===== src/rtl/bist_pattern_engine_if.sv =====
// ---------------------------------------------------------------------------
// bist_pattern_engine_if
//   Bus between the board mode switches / LED stimulus consumer (master) and
//   the BIST pattern engine (slave).
//
//   Signals:
//     mode        master -> slave  requested mode (0 idle, 1 ring, 2 johnson,
//                                  3 lfsr, 4 binary, 5 gray, 6/7 illegal)
//     hold        master -> slave  freezes stepping while high
//     pattern     slave -> master  current pattern (registered)
//     active_mode slave -> master  mode currently executing (registered)
//     step_tick   slave -> master  one-cycle pulse with each new pattern value
//     done        slave -> master  one-cycle pulse on the last step of a run
//     err         slave -> master  sticky illegal-mode flag
//     fsm_state   slave -> master  debug view of the engine FSM state
//
//   Handshake semantics: there is no valid/ready pair on this bus. mode and
//   hold are level signals sampled on every rising clock edge; step_tick and
//   done are single-cycle qualifiers of the registered pattern value and are
//   never held or back-pressured.
// ---------------------------------------------------------------------------
interface bist_pattern_engine_if #(
    parameter int WIDTH = 8
);
    logic [2:0]       mode;
    logic             hold;
    logic [WIDTH-1:0] pattern;
    logic [2:0]       active_mode;
    logic             step_tick;
    logic             done;
    logic             err;
    logic [1:0]       fsm_state;

    modport master (
        output mode,
        output hold,
        input  pattern,
        input  active_mode,
        input  step_tick,
        input  done,
        input  err,
        input  fsm_state
    );

    modport slave (
        input  mode,
        input  hold,
        output pattern,
        output active_mode,
        output step_tick,
        output done,
        output err,
        output fsm_state
    );
endinterface


===== src/rtl/bist_pattern_engine.sv =====
// ---------------------------------------------------------------------------
// bist_pattern_engine
//   BIST / LED pattern engine: mode selection, step-rate prescaler, pattern
//   datapath for ring, johnson, lfsr, binary and gray generators, and
//   run-length completion signalling. A mode change blanks the pattern for
//   one LOAD cycle and then re-seeds the selected generator.
//
//   Ports:
//     clk   sole clock, rising edge
//     rst   synchronous active-high reset
//     bus   slave side of bist_pattern_engine_if (mode/hold in; pattern,
//           active_mode, step_tick, done, err, fsm_state out)
//
//   Parameters: WIDTH (>= 3), DIV clocks per step (>= 1), LFSR_TAPS tap mask,
//   SEED lfsr seed (0 forced to 1), RUN_LEN steps per run (>= 1).
// ---------------------------------------------------------------------------
module bist_pattern_engine #(
    parameter int               WIDTH     = 8,
    parameter int               DIV       = 4,
    parameter logic [WIDTH-1:0] LFSR_TAPS = WIDTH'(8'hB8),
    parameter logic [WIDTH-1:0] SEED      = WIDTH'(1),
    parameter int               RUN_LEN   = 16
) (
    input  logic                   clk,
    input  logic                   rst,
    bist_pattern_engine_if.slave   bus
);

    typedef enum logic [1:0] {
        ST_IDLE = 2'd0,
        ST_LOAD = 2'd1,
        ST_RUN  = 2'd2
    } state_e;

    localparam logic [2:0] M_IDLE  = 3'd0;
    localparam logic [2:0] M_RING  = 3'd1;
    localparam logic [2:0] M_JOHN  = 3'd2;
    localparam logic [2:0] M_LFSR  = 3'd3;
    localparam logic [2:0] M_BIN   = 3'd4;
    localparam logic [2:0] M_GRAY  = 3'd5;

    localparam int DIV_W  = (DIV > 1) ? $clog2(DIV) : 1;
    localparam int STEP_W = (RUN_LEN > 1) ? $clog2(RUN_LEN) : 1;
    localparam logic [DIV_W-1:0]  DIV_LAST  = DIV_W'(DIV - 1);
    localparam logic [STEP_W-1:0] STEP_LAST = STEP_W'(RUN_LEN - 1);
    // An all-zero LFSR state would lock up, so a zero seed becomes 1.
    localparam logic [WIDTH-1:0]  LFSR_SEED = (SEED == '0) ? WIDTH'(1) : SEED;

    state_e              state_q, state_d;
    logic [WIDTH-1:0]    pattern_q, pattern_d;
    logic [2:0]          active_q, active_d;
    logic                tick_q, tick_d;
    logic                done_q, done_d;
    logic                err_q, err_d;
    logic [DIV_W-1:0]    div_q, div_d;
    logic [STEP_W-1:0]   step_q, step_d;
    logic [WIDTH-1:0]    bin_q, bin_d;

    logic                mode_illegal;
    logic                idle_req;
    logic                load_req;
    logic [WIDTH-1:0]    next_bin;

    always_comb begin
        state_d   = state_q;
        pattern_d = pattern_q;
        active_d  = active_q;
        tick_d    = 1'b0;
        done_d    = 1'b0;
        err_d     = err_q;
        div_d     = div_q;
        step_d    = step_q;
        bin_d     = bin_q;
        next_bin  = bin_q + WIDTH'(1);

        // Illegal modes never change the state; they only raise err and the
        // engine carries on as if the previous legal mode were still applied.
        mode_illegal = (bus.mode > M_GRAY);
        idle_req     = (bus.mode == M_IDLE) && (active_q != M_IDLE);
        load_req     = !mode_illegal && (bus.mode != M_IDLE) && (bus.mode != active_q);

        if (mode_illegal) begin
            err_d = 1'b1;
        end

        if (idle_req) begin
            state_d   = ST_IDLE;
            pattern_d = '0;
            active_d  = M_IDLE;
            err_d     = 1'b0;
            div_d     = '0;
            step_d    = '0;
            bin_d     = '0;
        end else if (load_req) begin
            // Blank for one cycle; active_mode already reports the new mode.
            state_d   = ST_LOAD;
            active_d  = bus.mode;
            pattern_d = '0;
            div_d     = '0;
            step_d    = '0;
            bin_d     = '0;
        end else begin
            case (state_q)
                ST_IDLE: begin
                    pattern_d = '0;
                end
                ST_LOAD: begin
                    state_d = ST_RUN;
                    div_d   = '0;
                    step_d  = '0;
                    bin_d   = '0;
                    pattern_d = (active_q == M_RING) ? WIDTH'(1) :
                                (active_q == M_LFSR) ? LFSR_SEED : '0;
                end
                ST_RUN: begin
                    if (!bus.hold) begin
                        if (div_q == DIV_LAST) begin
                            div_d  = '0;
                            tick_d = 1'b1;
                            case (active_q)
                                M_RING:  pattern_d = {pattern_q[WIDTH-2:0], pattern_q[WIDTH-1]};
                                M_JOHN:  pattern_d = {pattern_q[WIDTH-2:0], ~pattern_q[WIDTH-1]};
                                M_LFSR:  pattern_d = {pattern_q[WIDTH-2:0], ^(pattern_q & LFSR_TAPS)};
                                M_BIN:   pattern_d = pattern_q + WIDTH'(1);
                                M_GRAY: begin
                                    bin_d     = next_bin;
                                    pattern_d = next_bin ^ (next_bin >> 1);
                                end
                                default: pattern_d = pattern_q;
                            endcase
                            // The pattern keeps running across run boundaries.
                            if (step_q == STEP_LAST) begin
                                done_d = 1'b1;
                                step_d = '0;
                            end else begin
                                step_d = step_q + STEP_W'(1);
                            end
                        end else begin
                            div_d = div_q + DIV_W'(1);
                        end
                    end
                end
                default: begin
                    state_d = ST_IDLE;
                end
            endcase
        end
    end

    always_ff @(posedge clk) begin
        if (rst) begin
            state_q   <= ST_IDLE;
            pattern_q <= '0;
            active_q  <= M_IDLE;
            tick_q    <= 1'b0;
            done_q    <= 1'b0;
            err_q     <= 1'b0;
            div_q     <= '0;
            step_q    <= '0;
            bin_q     <= '0;
        end else begin
            state_q   <= state_d;
            pattern_q <= pattern_d;
            active_q  <= active_d;
            tick_q    <= tick_d;
            done_q    <= done_d;
            err_q     <= err_d;
            div_q     <= div_d;
            step_q    <= step_d;
            bin_q     <= bin_d;
        end
    end

    assign bus.pattern     = pattern_q;
    assign bus.active_mode = active_q;
    assign bus.step_tick   = tick_q;
    assign bus.done        = done_q;
    assign bus.err         = err_q;
    assign bus.fsm_state   = state_q;

endmodule


===== src/flat_wrapper.sv =====
// flat-port wrapper written by rule: the top's interface ports become plain ports
module bist_pattern_engine_flat 
#(
    parameter int               WIDTH     = 8,
    parameter int               DIV       = 4,
    parameter logic [WIDTH-1:0] LFSR_TAPS = WIDTH'(8'hB8),
    parameter logic [WIDTH-1:0] SEED      = WIDTH'(1),
    parameter int               RUN_LEN   = 16
)
  (clk, rst, bus_mode, bus_hold, bus_pattern, bus_active_mode, bus_step_tick, bus_done, bus_err, bus_fsm_state);
  bist_pattern_engine_if #(.WIDTH(WIDTH)) bus_i ();
  input  logic clk;
  input  logic rst;
  input wire logic [$bits(bus_i.mode)-1:0] bus_mode;
  input wire logic [$bits(bus_i.hold)-1:0] bus_hold;
  output wire logic [$bits(bus_i.pattern)-1:0] bus_pattern;
  output wire logic [$bits(bus_i.active_mode)-1:0] bus_active_mode;
  output wire logic [$bits(bus_i.step_tick)-1:0] bus_step_tick;
  output wire logic [$bits(bus_i.done)-1:0] bus_done;
  output wire logic [$bits(bus_i.err)-1:0] bus_err;
  output wire logic [$bits(bus_i.fsm_state)-1:0] bus_fsm_state;
  assign bus_i.mode = bus_mode;
  assign bus_i.hold = bus_hold;
  assign bus_pattern = bus_i.pattern;
  assign bus_active_mode = bus_i.active_mode;
  assign bus_step_tick = bus_i.step_tick;
  assign bus_done = bus_i.done;
  assign bus_err = bus_i.err;
  assign bus_fsm_state = bus_i.fsm_state;
  bist_pattern_engine #(.WIDTH(WIDTH), .DIV(DIV), .LFSR_TAPS(LFSR_TAPS), .SEED(SEED), .RUN_LEN(RUN_LEN)) u_core (.clk(clk), .rst(rst), .bus(bus_i));
endmodule

===== config.mk =====
export PLATFORM = sky130hd
export DESIGN_NAME = bist_pattern_engine_flat
export DESIGN_NICKNAME = d
export VERILOG_FILES = /design/src/rtl/bist_pattern_engine_if.sv /design/src/rtl/bist_pattern_engine.sv /design/src/flat_wrapper.sv
export SDC_FILE = /design/constraint.sdc
export NUM_CORES = 1
export LEC_CHECK = 0
export ABC_AREA = 1
export CAP_MARGIN = 15
export CORE_ASPECT_RATIO = 1.5
export CORE_UTILIZATION = 61
export CTS_BUF_LIST = sky130_fd_sc_hd__clkbuf_4 sky130_fd_sc_hd__clkbuf_8 sky130_fd_sc_hd__clkbuf_16
export CTS_CLUSTER_SIZE = 28
export DETAILED_ROUTE_END_ITERATION = 7
export PLACE_DENSITY = 0.94
export SYNTH_ARGS = -nofsm -noshare
export SYNTH_HDL_FRONTEND = slang
export SYNTH_SLANG_ARGS = --single-unit

===== constraint.sdc =====
create_clock -name clk -period 3 [get_ports clk]
set_input_delay 0.75 -clock clk [delete_from_list [all_inputs] [get_ports clk]]
set_output_delay 0.75 -clock clk [all_outputs]
set_load 0.005 [all_outputs]

==> metrics.md <==
| Metric | Value |
|---|---|
| Most common cell after layout, fill and taps aside | `nand2_1` |
| Pre-antenna DRT Iters | `4` |
| Endpoints failing setup | `0` |
| Buf+Inv Stages, Crit Path | `1` |
| Slew margin rel. | `0.719` |
| Syn Std Cell Area | `0.00207 mm^2` |
| Register-to-register setup slack | `1120 ps` |
| Routed length on met3 | `170 um` |
| Pwr/cell area | `416 mW/mm^2` |
| DP Wirelength | `3410 um` |
| Sequential share of the synthesized area | `0.291` |
| Via count | `2043` |
| Pint | `707 uW` |
| Mean Syn Cell Area | `6.82 um^2` |
| CP Capture Type | `primary output` |
| Routed wl met2 | `2560 um` |
| Die H | `73.3 um` |
| GR Util All Layers | `0.286` |
| Post-synth top area share | `0.291` |
| Final min period | `2210 ps` |
| YS warnings | `0` |
| Worst hold margin | `489 ps` |
| DIE AREA | `0.00363 mm^2` |
| H-tree Lvls | `2` |
| Clk slew on worst S/H paths | `60 ps` |
| Critical path data arrival time | `1460 ps` |
| FP Rows | `25` |
| Post-CTS Hold Buffers | `0` |
| Worst min path class | `reg2reg` |
| Fmax achieved | `453 MHz` |
| Max layer used | `met4` |
| Max Cap Viol | `0` |
| Critical path cell sequence | `clkdlybuf4s50_1` |
| Synth Register Bits | `30` |
| Cell count after synthesis | `303` |
| Combinational Power Share | `0.157` |
| Wire per inst | `12.9 um` |
| Via density | `5.60` |
| Slowest-stage cell, CP | `clkdlybuf4s50_1` |
| Fin. Hold Viols | `0` |
| Port bufs | `21` |
| Layout cells sized above 1 | `0.102` |
| Skew-Pair Late Insertion Delay | `290 ps` |
| Root buf cell | `clkbuf_8` |
| Slew Limit Fails | `0` |
| Sink Count | `30` |
| HP Start | `u_core.bus.err` |
| First-pass GRT wire length | `7910 um` |
| Reg power frac | `0.429` |
| Switch share | `0.283` |
| I/O pin count | `22` |
| Max rail drop VDD | `402 uV` |
| Leak | `0.000985 uW` |
| Syn nets | `318` |
| Commonest cells after routing, fill and taps aside | `nand2_1 (81), inv_1 (33), nand3_1 (30), dfxtp_1 (30), nor2_1 (28)` |
| Cts repair resizes | `0` |
| Core area | `0.00319 mm^2` |
| CTS max path bufs | `2` |
| Worst Max-Slew Pin Slew | `420 ps` |
| Period utilization | `0.737` |
| Antenna violation net count after detailed routing | `0` |
| Kind of critical path | `reg2out` |
| CP max stage delay | `590 ps` |
| CTS buffer count | `5` |
| Max FO, Critical Path | `9` |
| Largest net degree at the start of global routing | `26` |
| Detailed Route WL | `4720 um` |
| CP required | `2250 ps` |
| Syn-to-layout area delta | `14.6%` |
| CP top delay family | `buffers and inverters` |
| Post-CTS setup buffers | `0` |
| Worst setup SP type | `flip-flop` |
| Chip Width | `49.5 um` |
| Setup TNS | `0 ps` |
| CTS tree | `yes` |
| ANT cells | `0` |
| Largest area contributor in the netlist | `dfxtp_1` |
| GPL Wtd Cong | `0.847` |
| Origin of the worst setup path | `u_core.bus.active_mode[0]` |
| Clock share of power | `0.414` |
| Top cells by area, synth | `dfxtp_1 (29%), nand2_1 (15%), nand3_1 (7.3%)` |
| Distinct cell type count after synthesis | `35` |
| Starting density of the core | `0.648` |
| Status | `finished clean` |
| Antenna violations before repair | `0` |
| FF-to-FF Start | `u_core.bus.fsm_state[0]` |
| Grt total ovfl | `0` |
| RSZ-0062 raised after global routing | `no` |
| DRC | `0` |
| Clock Skews | `7.78 ps` |
| M1 WL | `1840 um` |
| NumNets Final | `339` |
| DR iter-0 viols | `97` |
| P_sw | `279 uW` |
| Vias in the first global route | `1912` |
-- synth_stat cells, drive strengths merged --
cell type and count:
a21oi 22, nand3 31, nor4 1, nor3 1
nor2 33, a31oi 1, a211oi 3, a22oi 7
nand4 4, o211ai 1, nand2 89, o22ai 1
dfxtp 30, o21ai 13, buf 7, inv 38
o31ai 1, o21bai 1, ha 9, xor2 3
a21boi 1, xnor2 6
-- power by group through the flow --
stage	clock (uW)	sequential, uW	combinational, uW
2_1_floorplan	0	425	119
3_3_place_gp	0	431	147
3_5_place_dp	0	432	150
4_1_cts	408	423	154
5_1_grt	424	425	169
6_report	409	423	155
-- routing by layer --
layer,vias to the layer above,GRT usage
li1,1027,-
met1,940,0.289
met2,61,0.538
met3,15,0.0455
met4,0,0.175
met5,-,0
-- flip-flops by register name (all words and copies together) (netlist names) --
| signal | flops |
|---|---|
| u_core.bin_q | 8 |
| u_core.bus.pattern | 8 |
| u_core.step_q | 4 |
| u_core.bus.active_mode | 3 |
| u_core.bus.fsm_state | 2 |
| u_core.div_q | 2 |
| u_core.bus.done | 1 |
| u_core.bus.err | 1 |
| u_core.bus.step_tick | 1 |
-- worst register-to-register path, delay by kind of cell (launching register included) --
kind            cells  cell delay (ps)
flops               1              350
compound gates      2              180
fa+ha+maj           1              390
buf+inv             4              390
simple gates        5              510
-- cell type report --
class | instances | area [um^2]
Inverter | 38 | 148
Fill cell | 252 | 822
Sequential cell | 30 | 601
Timing Repair Buffer | 21 | 210
Clock inverter | 3 | 40.0
Multi-Input combinational cell | 228 | 1250
Tap cell | 40 | 50.0
Clock buffer | 5 | 68.8
-- final timing paths --
check / end / cells past startpoint
max reg2reg: u_core.bin_q[2] / 12
max: bus_active_mode[0] / 1
min: u_core.bus.err / 2
min reg2reg: u_core.bus.err / 2
-- stage by stage --
stage                     utilization  area (um^2)  power, uW  instances  setup slack, ps
after global placement          0.708         2260        578        357              621
after global routing            0.742         2370       1020        365              722
final                           0.742         2370        986        365              790
after floorplan                     -         2070        543        303             1400
after detailed placement        0.708         2260        582        357              549
after CTS                       0.742         2370        985        365              786
-- logic make-up after synthesis --
logic type	count (synthesis)	synth area share
AOI/OAI and AO/OA	51	0.150
xor gates and xnor gates	9	0.0381
adders and majority gates	9	0.0545
buffers and inverters	45	0.104
DFF	30	0.291
and+or+nand+nor	159	0.363
Note: power is estimated with default switching activity, not from simulation.
